$ cat src/rtl/gen_seq_pkg.sv
// Shared definitions for the conware generation sequencer: FSM encoding and
// default grid geometry with the derived pixel-index width.
package gen_seq_pkg;

  typedef enum logic [1:0] {
    IDLE = 2'd0,
    SEND = 2'd1,
    RECV = 2'd2
  } seq_state_t;

  localparam int GRID_WIDTH  = 4;
  localparam int GRID_HEIGHT = 4;
  localparam int GRID_N      = GRID_WIDTH * GRID_HEIGHT;

  // A one-pixel grid still needs a one-bit counter.
  function automatic int idx_width(input int n);
    return (n > 1) ? $clog2(n) : 1;
  endfunction

  localparam int GRID_IDX_W = idx_width(GRID_N);

endpackage

$ cat src/rtl/conware_pixel_codec.sv
// Combinational mapping between grid state bits and stream colors, plus the
// unknown-color flag used when GEN_ERR_CHECK_EN is defined.
module conware_pixel_codec #(
  parameter int DWIDTH = 32
) (
  input  logic [DWIDTH-1:0] alive_color,
  input  logic [DWIDTH-1:0] dead_color,
  input  logic              state_bit,
  output logic [DWIDTH-1:0] color,
  input  logic [DWIDTH-1:0] pixel,
  output logic              pixel_alive,
  output logic              pixel_unknown
);

  assign color         = state_bit ? alive_color : dead_color;
  assign pixel_alive   = (pixel == alive_color);
  assign pixel_unknown = (pixel != alive_color) && (pixel != dead_color);

endmodule

$ cat src/rtl/conware_gen_sequencer.sv
// Drives the conware core for a requested number of generations over AXIS.
// Optional protocol checking on the result stream: define GEN_ERR_CHECK_EN.
module conware_gen_sequencer
  import gen_seq_pkg::*;
#(
  parameter int DWIDTH = 32,
  parameter int WIDTH  = GRID_WIDTH,
  parameter int HEIGHT = GRID_HEIGHT,
  parameter int GEN_W  = 16
) (
  input  logic                    clk,
  input  logic                    rstn,
  input  logic [DWIDTH-1:0]       alive_color,
  input  logic [DWIDTH-1:0]       dead_color,
  input  logic [WIDTH*HEIGHT-1:0] seed_states,
  input  logic [GEN_W-1:0]        num_generations,
  input  logic                    start,
  output logic                    busy,
  output logic                    done,
  output logic [GEN_W-1:0]        gen_count,
  output logic [WIDTH*HEIGHT-1:0] final_states,
  output logic                    error,
  output logic                    M_AXIS_TVALID,
  input  logic                    M_AXIS_TREADY,
  output logic [DWIDTH-1:0]       M_AXIS_TDATA,
  output logic                    M_AXIS_TLAST,
  input  logic                    S_AXIS_TVALID,
  output logic                    S_AXIS_TREADY,
  input  logic [DWIDTH-1:0]       S_AXIS_TDATA,
  input  logic                    S_AXIS_TLAST
);

  localparam int N  = WIDTH * HEIGHT;
  localparam int IW = idx_width(N);
  localparam logic [IW-1:0] LAST_IDX = IW'(N - 1);

  seq_state_t       state;
  logic [IW-1:0]    idx;
  logic [N-1:0]     grid;
  logic [N-1:0]     grid_next;
  logic [GEN_W-1:0] target;
  logic [GEN_W-1:0] gen_inc;
  logic             last_beat;
  logic             rx_alive;
  logic             rx_unknown;
  logic             frame_err;

  conware_pixel_codec #(.DWIDTH(DWIDTH)) u_codec (
    .alive_color   (alive_color),
    .dead_color    (dead_color),
    .state_bit     (grid[idx]),
    .color         (M_AXIS_TDATA),
    .pixel         (S_AXIS_TDATA),
    .pixel_alive   (rx_alive),
    .pixel_unknown (rx_unknown)
  );

  // Handshake: a beat moves on a cycle where TVALID and TREADY are both high
  // at the rising edge; TDATA/TLAST come from registers only, so they cannot
  // change while the master is stalled.
  assign last_beat     = (idx == LAST_IDX);
  assign busy          = (state != IDLE);
  assign M_AXIS_TVALID = (state == SEND);
  assign M_AXIS_TLAST  = (state == SEND) && last_beat;
  assign S_AXIS_TREADY = (state == RECV);
  assign gen_inc       = gen_count + 1'b1;

  always_comb begin
    grid_next      = grid;
    grid_next[idx] = rx_alive;
  end

`ifdef GEN_ERR_CHECK_EN
  assign frame_err = rx_unknown || (S_AXIS_TLAST != last_beat);
`else
  logic unused_rx;
  assign unused_rx = ^{S_AXIS_TLAST, rx_unknown};
  assign frame_err = 1'b0;
`endif

  always_ff @(posedge clk) begin
    if (!rstn) begin
      state        <= IDLE;
      idx          <= '0;
      grid         <= '0;
      target       <= '0;
      gen_count    <= '0;
      final_states <= '0;
      done         <= 1'b0;
      error        <= 1'b0;
    end else begin
      done <= 1'b0;
      case (state)
        IDLE: begin
          if (start) begin
            grid      <= seed_states;
            target    <= num_generations;
            gen_count <= '0;
            error     <= 1'b0;
            idx       <= '0;
            if (num_generations == '0) begin
              final_states <= seed_states;
              done         <= 1'b1;
            end else begin
              state <= SEND;
            end
          end
        end
        SEND: begin
          if (M_AXIS_TREADY) begin
            if (last_beat) begin
              idx   <= '0;
              state <= RECV;
            end else begin
              idx <= idx + 1'b1;
            end
          end
        end
        RECV: begin
          if (S_AXIS_TVALID) begin
            grid <= grid_next;
            if (frame_err) error <= 1'b1;
            // Frame boundary is the beat count; TLAST only feeds the checker.
            if (last_beat) begin
              idx       <= '0;
              gen_count <= gen_inc;
              if (gen_inc == target) begin
                final_states <= grid_next;
                done         <= 1'b1;
                state        <= IDLE;
              end else begin
                state <= SEND;
              end
            end else begin
              idx <= idx + 1'b1;
            end
          end
        end
        default: state <= IDLE;
      endcase
    end
  end

endmodule

$ cat config.mk
export PLATFORM = sky130hd
export DESIGN_NAME = conware_gen_sequencer
export DESIGN_NICKNAME = d
export VERILOG_FILES = /design/src/rtl/gen_seq_pkg.sv /design/src/rtl/conware_pixel_codec.sv /design/src/rtl/conware_gen_sequencer.sv
export SDC_FILE = /design/constraint.sdc
export NUM_CORES = 1
export LEC_CHECK = 0
export ABC_AREA = 1
export BUFFER_PORTS_ARGS = -buffer_cell sky130_fd_sc_hd__buf_2
export CAP_MARGIN = 5
export CORE_ASPECT_RATIO = 0.8
export CORE_MARGIN = 2
export CORE_UTILIZATION = 35
export DETAILED_ROUTE_END_ITERATION = 10
export PLACE_DENSITY_LB_ADDON = 0.15
export SYNTH_ARGS = -nofsm -noshare
export SYNTH_HDL_FRONTEND = slang
export SYNTH_SLANG_ARGS = --single-unit
$ cat constraint.sdc
create_clock -name clk -period 2.6 [get_ports clk]
set_input_delay 0.13 -clock clk [delete_from_list [all_inputs] [get_ports clk]]
set_output_delay 0.13 -clock clk [all_outputs]
set_load 0.01 [all_outputs]
# --- Word level (Yosys, flattened, before mapping) ---
# Cells that the tools add are included.
word_totals:
  ff_bits: 71
  input_bits: 134
  wordCells: 75
  output_inout_bits: 70
op_classes:
  muxes: 38
  order_cmp: 2
  n_reduce_logical: 13
  n_eq_ne: 13
  n_addsub: 2
ops:
  columns: ["cell", "count"]
  rows:
  - ["$mux W16", 10]
  - ["$pmux W16 S2", 3]
  - ["$eq A32 B32 Y1", 1]
  - ["$mux W32", 1]
  - ["$add A16 B1 Y16 const B", 1]
  - ["$bwmux W16", 1]
  - ["$eq A16 B16 Y1", 1]
  - ["$logic_not A16 Y1", 1]
  - ["$mux W4", 4]
  - ["$mux W2", 6]
  - ["$pmux W4 S3", 1]
  - ["$reduce_and A6 Y1", 2]
  - ["$mux W1", 8]
  - ["$ne A2 B1 Y1 const B", 4]
  - ["$ne A2 B2 Y1 const B", 4]
  - ["$reduce_and A4 Y1", 2]
  - ["$pmux W2 S3", 1]
  - ["$lt A4 B5 Y1 const B", 1]
  - ["$add A4 B1 Y4 const B", 1]
  - ["$bmux W1 S4", 1]
  - ["$demux W1 S4", 1]
  - ["$eq A4 B4 Y1 const B", 1]
  - ["$ge A4 B1 Y1 const B", 1]
  - ["$reduce_bool A2 Y1", 2]
  - ["other kinds (8)", 9]

# --- Logic depth before layout (Yosys ltp) ---
# Gate-level depths: netlist of run 1.
depth:
  ltp_word: 9
  ltp_mapped: 17
  depth_no_buf: 16

# --- Hierarchy ---
# Synthesis of run 1 repeated with hierarchy kept, for this count alone.
hier_totals:
  hier_cells: 1005
  area_unflattened_um2: 5714.2
by_module_without_submodules:
  columns: ["module", "cells_each", "n_inst", "area_each_um2", "seq_area_each_um2"]
  rows:
  - ["conware_gen_sequencer", 637, 1, 4187.8, 1421.4]
  - ["conware_pixel_codec", 368, 1, 1526.5, 0.0]

# --- Least setup slack after synthesis of run 1 ---
# No wires, ideal clock.
synth_timing:
  kind: "register to register"
  from: "reg state[0]"
  to: "reg final_states[4]"
  period_less_slack_ns: 2.086
  n_path_buf: 1
  required_ns: 2.485
  path_stages_with_launch: 13
  setup_ns: 0.115
  slack_ns: 0.514
  arrival_time_ns: 1.971
  path_cell_list: "dfxtp_1 inv_1 ha_1 inv_1 or2_1 o21ai_1 a21oi_2 nand2_2 a21oi_1 buf_2 nand3_1 nand2_1 nor2_1"
synth_between:
  elab_chain_cells: 3
  word_cells_on_any_way: 10
  cone_classes: "eq/ne: 6; mux: 1; reduce/logical: 3"
synth_rtl:
  columns: ["element", "line", "source"]
  rows:
  - ["start, declared", "conware_gen_sequencer.sv:37", "seq_state_t state;"]
  - ["start signal, assigned", "conware_gen_sequencer.sv:83", "state <= IDLE;"]
  - ["start signal, assigned", "conware_gen_sequencer.sv:105", "state <= SEND;"]
  - ["start signal, assigned", "conware_gen_sequencer.sv:113", "state <= RECV;"]
  - ["$eq A2 B2 Y1 / $logic_not A2 Y1 (equally long branches)", "conware_gen_sequencer.sv:93", "case (state)"]
  - ["$ne A2 B1 Y1 (no source line), or another cell as far along", null, null]
  - ["$reduce_and A6 Y1 (no source line)", null, null]
  - ["end signal, assigned", "conware_gen_sequencer.sv:102", "final_states <= seed_states;"]
  - ["end signal, assigned", "conware_gen_sequencer.sv:128", "final_states <= grid_next;"]
  - ["end, declared", "conware_gen_sequencer.sv:21", "output logic [WIDTH*HEIGHT-1:0] final_states,"]
# Several ways; a longest one is shown, not always the timed one.
# A chain may end at the register's enable or synchronous reset.

# --- Worst setup path in the final report of run 1 ---
layout_timing:
  from: "reg idx[0]"
  to: "out M_AXIS_TDATA[14]"
layout_between:
  elab_chain_cells: 3
layout_rtl:
  columns: ["element", "line", "source"]
  rows:
  - ["start, declared", "conware_gen_sequencer.sv:38", "logic [IW-1:0] idx;"]
  - ["start signal, assigned", "conware_gen_sequencer.sv:115", "idx <= idx + 1'b1;"]
  - ["start signal, assigned", "conware_gen_sequencer.sv:135", "idx <= idx + 1'b1;"]
  - ["$bmux W1 S4", "conware_gen_sequencer.sv:51", ".state_bit (grid[idx]),"]
  - ["$mux W1 (not written as such)", "conware_gen_sequencer.sv:51", null]
  - ["$mux W32", "conware_pixel_codec.sv:15", "assign color = state_bit ? alive_color : dead_color;"]
  - ["end, declared", "conware_gen_sequencer.sv:25", "output logic [DWIDTH-1:0] M_AXIS_TDATA,"]
# No other way between the ends. The select of a mux whose other input is x is not followed.

==> results of run 1 <==
cell families after synthesis:
logic type               synth area share
flip-flops                          0.279
adder cells (fa/ha/maj)            0.0221
buffers and inverters               0.116
XOR/XNOR                           0.0642
other                            0.000737
AO/OA/AOI/OAI                       0.190
AND/OR/NAND/NOR                     0.327
placed cells by master, fill, tap and decap left out, types with 2 or more instances in the layout:
cell        netlist  layout
a21oi_1          65      64
a21oi_2           1       2
a22oi_1          15      15
buf_12            0       2
buf_2            10     201
buf_4             1      11
bufinv_16         0       2
clkbuf_16         0       9
clkinv_4          0       2
clkinvlp_4        0       3
dfxtp_1          71      71
ha_1              9       9
inv_1           112     111
nand2_1         205     205
nand2_2           3       3
nand3_1          57      57
nand3b_1          4       4
nand4_1           9       9
nor2_1           82      82
nor2_2            6       6
nor2_4            3       3
nor3_1            2       2
nor4_1            4       4
o211ai_1         16      16
o21a_1           10      10
o21ai_0          57      57
o21ai_1           5       5
or2_2             5       5
xnor2_1          31      31
metrics by stage:
stage | cells | area, µm² | util | worst slack [ps] | hold slack, ps
after detailed placement | 1183 | 6290 | 0.441 | 221 | 418
after global placement | 1183 | 6290 | 0.441 | 292 | 406
after global routing | 1199 | 6620 | 0.465 | 8.53 | 79.7
after CTS | 1199 | 6610 | 0.464 | 192 | 65.4
after floorplan | 818 | 5090 | - | 514 | 258
final | 1199 | 6620 | 0.465 | 237 | 80.6
synth_stat cells, types with 2 or more instances:
cell type  number
a22oi_1        15
inv_1         112
nand3b_1        4
nand3_1        57
o21ai_1         5
o211ai_1       16
or2_2           5
buf_2          10
buf_1           2
nand2_2         3
ha_1            9
nor2_1         82
clkbuf_1       16
nor2_4          3
buf_6           3
o21a_1         10
nor3_1          2
dfxtp_1        71
nor2_2          6
nand4_1         9
o21ai_0        57
xnor2_1        31
nand2_1       205
nor4_1          4
nand2_4         2
a21oi_1        65
power groups by stage:
stage / Sequential (W) / Clock (W) / Combinational [W]
floorplan: 0.00167 / 0 / 0.00216
global placement: 0.00165 / 0 / 0.00340
detailed placement: 0.00164 / 0 / 0.00341
CTS: 0.00163 / 0.00137 / 0.00342
global route: 0.00167 / 0.00142 / 0.00385
finish: 0.00163 / 0.00134 / 0.00339
routing by layer:
layer / GRT usage / vias to the layer above / part of all wire
li1: - / 3022 / -
met5: 0 / - / 0
met3: 0.0465 / 16 / 0.075
met2: 0.325 / 174 / 0.43
met4: 0.0525 / 0 / 0.012
met1: 0.281 / 2469 / 0.48
tightest hold or removal path: cells and delay by family:
kind	cells	cell delay, ps
compound gates	1	50
buf+inv	2	180
final cells by class:
class                           instances  area [µm²]  area share
Multi-Input combinational cell        600        3090       0.466
Timing Repair Buffer                  214        1130       0.170
Sequential cell                        71        1420       0.215
Inverter                              114         432      0.0652
Tap cell                              184         230      0.0348
Clock buffer                            9         225      0.0340
Clock inverter                          7        97.6      0.0147
registers in the layout (all words and copies together) (netlist names):
register	cells
idx	4
gen_count	16
state	2
final_states	16
target	16
done	1
grid	16
path summary, 6_finish.rpt:
check / end / start / slack [ps]
worst max-delay path: M_AXIS_TDATA[14] / idx[0] / 240
worst min register to register: final_states[3] / final_states[3] / 470
worst max register to register: final_states[1] / gen_count[0] / 270
worst min-delay path: target[0] / num_generations[0] / 80
timing repair:
item / 4_1_cts / 5_1_grt
endpoints found under the setup margin: 0 / 18
gates resized for setup: 0 / 2
hold buffers: 0 / 0
==> reports/qor.csv, run 1 <==
metric,value,unit
max-cap-violations,0,
synth_area_per_cell,6.22,µm²
cts_setup_buffers,0,
synthArstFlopShare,0,
diodes,0,
num_vias,5681,
status,finished clean,
chipHeight,112,µm
clockBufferDepth,2,
nets,1153,
final-max-slew-violation-count,0,
drc,0,
h-tree-depth,3,
vias_per_cell,4.74,
worstPathArrival,2230,ps
fillers,1543,
die_w,139,µm
clkPwrFrac,0.210,
grt_max_degree,65,
yosysUniqueCellTypes,40,
post-synth-top-area-cell,dfxtp_1,
drtAntennaViolNets,0,
path_clk_slew,60,ps
tightestPinTransition,685,ps
grt_overflow_total,0,
numPortBuffers,201,
root_buffer,clkbuf_16,
cpMaxStageDelayCell,dfxtp_1,
wl,16.1,mm
seq_area_frac_synth,0.279,
cts.sinks,71,
cts_tree,yes,
synthToLayoutAreaGrowth,30.1,%
setup.worst_path.class,flop to primary output,
cp_slowest_stage_delay,370,ps
vdd_drop_max,497,µV
path_cells,"clkinvlp_4, o21ai_1, a21oi_1, nor4_4, buf_12, nand2_1, o21ai_0, buf_2",
relSlewSlack,0.540,
hpwlAfterDp,12.5,mm
hold_depth,3,
cp_num_buf_inv,3,
setup_viol,0,
finalCritPeriodShare,0.909,
drive_gt1_frac,0.252,
dr.pass1.iters,5,
max_freq,423,MHz
coreArea,0.0142,mm²
grt_usage,0.204,
worstPathRequired,2470,ps
cp_top_family,buffers and inverters,
synthTopCellsByArea,"dfxtp_1, nand2_1, inv_1, a21oi_1, nor2_1",
yosys_warnings,0,
rsz0062_at_grt,no,
p_int,0.00355,W
skew,5.21,ps
synth_top_cell_area_share,0.279,
yosys_register_bits,71,
path_depth,8,
power.switching,0.00280,W
endpoint_kind,primary output,
grt_pass1_wl,25.9,mm
hold_path_class,input pin to flop,
synth_edf_count,0,
syn_area,0.00509,mm²
fin_crit,2360,ps
swShare,0.441,
cts_buffers,9,
clk_latency,330,ps
hold_viol,0,
power.share.sequential,0.256,
antenna_found_initial,0,
drt_iter0_drc,333,
synth_nets,961,
io_pins,204,
p_total,0.00636,W
syn_inst,818,
reg2reg_depth,14,
startpoint_type,flop,
comb_power_share,0.533,
p_per_area,960,mW/mm²
grt_pass1_vias,5208,
rows,39,
initial_core_util,0.357,
ys.flop_type,dfxtp_1,
crit_fanout,64,
wl_per_cell,13.4,µm
die-area,0.0155,mm²
p_leak,3.24,nW
gp_congestion,0.884,
setup-tns-final,0,ps
Power figures use the tool's default switching activity.
==> run 2, diff against run 1 <==
ABC_AREA = unset   (was 1)
CELL_PAD_IN_SITES_DETAIL_PLACEMENT = 1   (was unset)
CELL_PAD_IN_SITES_GLOBAL_PLACEMENT = 2   (was unset)
CORE_UTILIZATION = 27   (was 35)
SETUP_SLACK_MARGIN = 0.2   (was unset)
==> run 2 against run 1 <==
Effect of this change:
- the flow now finishes with violations (setup timing)
- sequential cell count is the same
- first-iteration DRC count shrank 1.5%
- clock skew grew 0.72 ps
- power grew 0.48%
==> reports/qor.csv, run 2 <==
metric,value,unit,change
r2r-start,gen_count[0],,
rows,43,,+10%
rrSetupSlack,-10,ps,-280 ps
synthToLayoutAreaGrowth,42.8,%,
setup_slack,-12.9,ps,-250 ps
setup.worst_path.class,flop to flop,,
setup_viol,4,,+4
worstPathRequired,2890,ps,+420 ps
yosys_register_bits,71,,unchanged
synthArstFlopShare,0,,unchanged
cts.sinks,71,,unchanged
reg2reg_depth,10,,-4
gp_congestion,0.914,,+3.4%
seq_area_frac_synth,0.291,,+0.0114
p_per_area,914,mW/mm²,-4.7%
syn_inst,593,,-28%
clk_latency,340,ps,about the same
cts_buffers,9,,unchanged
grt_usage,0.214,,+0.00960
yosys_warnings,0,,unchanged
final_cell_mix,"buf_2, nand2_1, dfxtp_1",,
max_freq,383,MHz,-9.6%
tightestPinTransition,601,ps,-83.9 ps
num_vias,5544,,-2.4%
p_total,0.00639,W,+0.48%
violations,setup timing,,
critPathLaunch,gen_count[0],,
post-synth-top-area-cell,dfxtp_1,,
grt_pass1_wl,31.9,mm,+24%
status,"finished, violations left",,
path_clk_slew,60,ps,about the same
path_cells,"ha_4, nand3_4, buf_4, nor4_1, a31o_2, nand4_2, a2111o_1, a21oi_4, clkbuf_16, o221a_1",,
synth.most_common_cell,nand2_1,,
synth_area_per_cell,8.25,µm²,+33%
ff_latch_area,0.00144,mm²,+1.3%
synth_nets,736,,-23%
drtAntennaViolNets,0,,unchanged
cp_slowest_stage_delay,470,ps,+100 ps
syn_area,0.00489,mm²,-3.9%
dr.pass1.iters,4,,-1
crit_fanout,8,,-88%
holdWs,38.4,ps,-42.2 ps
io_pins,204,,unchanged
skew,5.93,ps,+0.718 ps
numPortBuffers,201,,unchanged
layout_commonest_cell,buf_2,,
nets,961,,-17%
ys_top_cells_by_count,"nand2_1, dfxtp_1, a21oi_1",,
worstPathArrival,2900,ps,+670 ps
root_buffer,clkbuf_16,,
final-max-slew-violation-count,0,,unchanged
multiInputGateArea,0.00331,mm²,+7.2%
wl_per_cell,20.2,µm,+50%
coreArea,0.0175,mm²,+23%
cpMaxStageDelayCell,a2111o_1,,
utilization,0.398,,-0.0666
hold_path_class,input pin to flop,,
fin_crit,2610,ps,+250 ps
grt_max_degree,37,,-43%
vias_per_cell,5.30,,+12%
wl,21.1,mm,+31%
die_w,154,µm,+11%
drive_gt1_frac,0.421,,+0.169
synthTopCellsByArea,"dfxtp_1, mux2_2, xor2_1, nand2_1, a21oi_1",,
antenna_found_initial,0,,unchanged
yosysUniqueCellTypes,71,,+78%
cts_tree,yes,,
synth_edf_count,0,,unchanged
synth_top_cell_area_share,0.291,,+0.0114
p_leak,3.07,nW,-5.4%
rsz0062_at_grt,yes,,
max-cap-violations,0,,unchanged
endpoint_kind,flop,,
chipHeight,124,µm,+11%
startpoint_type,flop,,
drt_iter0_drc,328,,-1.5%
hpwlAfterDp,16.4,mm,+32%
finalCritPeriodShare,1.00,,+0.0961
timing.rr.end,final_states[7],,
grt_overflow_total,0,,unchanged
relSlewSlack,0.598,,+0.0578
drc,0,,unchanged
hold_viol,0,,unchanged
vdd_drop_max,377,µV,-24%
die-area,0.0192,mm²,+24%
h-tree-depth,3,,unchanged
diodes,0,,unchanged
initial_core_util,0.279,,-0.0784
clockBufferDepth,2,,unchanged
fillers,2127,,+38%
ys.flop_type,dfxtp_1,,
worstSetupEndpoint,final_states[7],,
grt_pass1_vias,5514,,+5.9%
## run 2: worst min-delay path by stage
| stage | from | end | cells past startpoint |
|---|---|---|---|
| after global placement | num_generations[14] | target[14] | 3 |
| after detailed placement | num_generations[2] | target[2] | 3 |
| after floorplan | num_generations[2] | target[2] | 2 |
| after CTS | num_generations[2] | target[2] | 3 |
| final | num_generations[13] | target[13] | 3 |
| after global routing | num_generations[6] | target[6] | 3 |
## run 2: what timing repair did
action / CTS / global route
gates cloned: 1 / 0
setup endpoints to repair: 51 / 55
hold buffers: 0 / 0
pin swaps: 3 / 8
gates resized for setup: 34 / 12
setup buffers: 8 / 3
## run 2: stage by stage
stage | instances | instance area (µm²) | setup WS [ps] | setup TNS (ps)
floorplan | 593 | 4940 | 35.5 | 0
global route | 1047 | 6990 | -116 | -2660
detailed placement | 1020 | 6400 | 10.5 | 0
CTS | 1044 | 6930 | -0.512 | -0.819
global placement | 1020 | 6400 | 64.6 | 0
finish | 1047 | 6990 | -12.9 | -40.7
## run 2: critical path, delay by kind of cell (launching register included)
| family | cells | cell delay (ps) |
|---|---|---|
| flip-flops | 1 | 370 |
| AND/OR/NAND/NOR | 3 | 570 |
| AO/OA/AOI/OAI | 4 | 1070 |
| buffers and inverters | 2 | 350 |
| adder cells (fa/ha/maj) | 1 | 190 |
## run 2: where the power goes
| part | internal, W | switching [W] | total (W) | leakage [nW] |
|---|---|---|---|---|
| Combinational | 0.00160 | 0.00185 | 0.00345 | 2.34 |
| Sequential | 0.00141 | 0.000276 | 0.00169 | 0.586 |
| Clock | 0.000741 | 0.000514 | 0.00125 | 0.139 |
| Total | 0.00375 | 0.00264 | 0.00639 | 3.07 |
## run 2: metal layers
metal	vias up	wire length (µm)	global-route usage
li1	2628	-	-
met1	2686	9680	0.287
met2	209	9780	0.355
met3	21	1370	0.0459
met4	0	325	0.0403
met5	-	0	0
## run 2: cell type report
cell class | instances | share of cell area
Multi-Input combinational cell | 464 | 0.474
Timing Repair Buffer | 260 | 0.232
Sequential cell | 71 | 0.206
Tap cell | 225 | 0.0403
Clock buffer | 10 | 0.0328
Clock inverter | 5 | 0.00824
Inverter | 12 | 0.00645
## run 2: kinds of logic after synthesis
| logic type | share of synthesized area |
|---|---|
| xor+xnor | 0.0906 |
| simple gates | 0.208 |
| compound gates | 0.240 |
| fa+ha+maj | 0.0230 |
| other cells | 0.000767 |
| mux | 0.0967 |
| buf+inv | 0.0496 |
| flops | 0.291 |
==> run 3, diff against run 2 <==
CORE_ASPECT_RATIO = 0.7   (was 0.8)
==> run 3 against run 2 <==
Effect of this change:
- the flow still finishes with violations (setup timing)
- power is 0.55% lower
- first-iteration DRC count down 7.9%
- combinational power about the same
- largest cell class unchanged
- setup slack worse by 31 ps
- core utilization down 0.083 points
- global-route usage increased by 1.2 points
- critical path type is now flop to primary output
- wire length up 2.1%
- non-clock buffer count is 12 higher
- count of clock-buffer cells in the layout fell by 1
==> reports/qor.csv, run 3 (synthesized netlist as in run 2, its figures left out) <==
metric,value,unit,change
cts_buffers,9,,unchanged
initial_core_util,0.273,,-0.00567
layoutNonFillerInstCount,1076,,+2.8%
drtAntennaViolNets,0,,unchanged
place_area,0.00653,mm²,+1.9%
hpwlAfterDp,16.9,mm,+3.1%
setup.worst_path.class,flop to primary output,,
drt_iter0_drc,302,,-7.9%
chipHeight,117,µm,-6.3%
crit_fanout,32,,+24
p_per_area,893,mW/mm²,-2.4%
final_cell_mix,"buf_2, nand2_1, dfxtp_1",,
dr.pass1.iters,4,,unchanged
power.share.sequential,0.265,,about the same
grt_pass1_wl,32.5,mm,+1.8%
swShare,0.424,,+0.0111
dp_cells,1042,,+2.2%
worstPathArrival,2510,ps,-390 ps
io_pins,204,,unchanged
antenna_found_initial,5,,+5
die_w,165,µm,+6.7%
grt_usage,0.226,,+0.0124
wl,21.6,mm,+2.1%
status,"finished, violations left",,
rsz0062_at_grt,yes,,
p_leak,3.12,nW,+1.9%
tightestPinTransition,576,ps,-24.9 ps
clkPwrFrac,0.191,,-0.005
power.switching,0.00269,W,+2.1%
startpoint_type,flop,,
max_freq,378,MHz,-1.2%
cpMaxStageDelayCell,mux4_2,,
comb_power_share,0.544,,+0.005
cts_tree,yes,,
setup_viol,24,,+20
drive_gt1_frac,0.440,,+0.0186
fin_crit,2640,ps,+31.4 ps
hold_viol,0,,unchanged
num_vias,5499,,-0.81%
grt_pass1_vias,5611,,+1.8%
postCtsHoldBufs,0,,unchanged
gp_congestion,0.859,,-6.0%
relSlewSlack,0.614,,+0.0161
cp_slowest_stage_delay,540,ps,+70 ps
clk_latency,350,ps,about the same
wl_per_cell,20.1,µm,-0.64%
p_int,0.00366,W,-2.4%
vias_per_cell,5.11,,-3.5%
final-max-slew-violation-count,0,,unchanged
cts.sinks,71,,unchanged
die-area,0.0192,mm²,about the same
violations,setup timing,,
path_cells,"mux4_2, mux4_2, buf_12, mux2_2, buf_2",,
design_area,0.00712,mm²,+1.9%
nets,973,,+1.2%
skew,7.38,ps,+1.45 ps
path_clk_slew,60,ps,about the same
drc,0,,unchanged
setup_slack,-44.3,ps,-31.4 ps
critical_path.most_common_cell,mux4_2,,
worstPathRequired,2470,ps,-420 ps
endpoint_kind,primary output,,
root_buffer,clkbuf_16,,
hold_path_class,input pin to flop,,
vdd_drop_max,487,µV,+29%
numPortBuffers,201,,unchanged
grt_max_degree,53,,+43%
grt_overflow_total,0,,unchanged
max-cap-violations,0,,unchanged
layout_commonest_cell,buf_2,,
h-tree-depth,3,,unchanged
synthToLayoutAreaGrowth,45.5,%,
finalCritPeriodShare,1.02,,+0.0121
clockBufferDepth,2,,unchanged
rows,41,,-4.7%
coreArea,0.0179,mm²,+2.1%
## run 3: cell count changes in the layout (fill, tap and decap cells not counted), moves of 3 or more
| cell | previous run | this run |
|---|---|---|
| buf_2 | 182 | 189 |
| buf_4 | 53 | 60 |
| o21ai_1 | 3 | 0 |
| diode_2 | 0 | 5 |
| o21ai_2 | 0 | 4 |
| buf_6 | 22 | 18 |
## run 3: metrics by stage
step	util	setup TNS [ps]	hold WS, ps	total power, W	worst slack [ps]
final	0.397	-347	34.7	0.00635	-44.3
after global routing	0.397	-2680	44.8	0.00680	-96.9
after CTS	0.391	-694	20.6	0.00633	-61.8
after detailed placement	0.365	-1100	394	0.00492	-84.3
after global placement	0.365	-75.7	384	0.00485	-12.7
after floorplan	-	0	266	0.00362	35.5
## run 3: final timing paths
| path | from | end | depth (start not counted) | slack (ps) |
|---|---|---|---|---|
| max | idx[0] | M_AXIS_TDATA[3] | 5 | -40 |
| min | num_generations[0] | target[0] | 3 | 30 |
| max reg2reg | gen_count[1] | final_states[2] | 9 | 30 |
| min reg2reg | target[11] | target[11] | 2 | 490 |
## run 3: per-layer routing
layer  global-route usage  wire [µm]  vias to the layer above
met5                    0          0                        -
met4               0.0730        363                        0
met3               0.0451       1560                       19
met2                0.363       9690                      192
met1                0.306       9980                     2636
li1                     -          -                     2652
## run 3: what timing repair did
action | in CTS | in global routing
buffers inserted | 5 | 7
resized for setup | 41 | 11
pin swaps | 10 | 1
hold endpoints to repair | 0 | 0
endpoints found under the setup margin | 50 | 61
gates cloned | 1 | 0
## run 3: worst max-delay path: cells and delay by family (launching register included)
kind	cells	cell delay (ps)
flip-flops	1	420
buffers and inverters	2	350
multiplexers	3	1380
## run 3: final cells by class
class	count	area [µm²]
timing repair buffer	272	1680
multi-input combinational	464	3350
tap	236	295
inverter	12	45.0
sequential	71	1450
clock inverter	7	55.1
antenna	5	12.5
fill	2177	10800
clock buffer	9	225
## run 3: power groups by stage
stage          clock network, W  registers [W]  logic [W]
6_report                0.00121        0.00168    0.00345
5_1_grt                 0.00129        0.00172    0.00379
4_1_cts                 0.00124        0.00168    0.00342
3_5_place_dp                  0        0.00169    0.00322
3_3_place_gp                  0        0.00168    0.00317
2_1_floorplan                 0        0.00165    0.00197
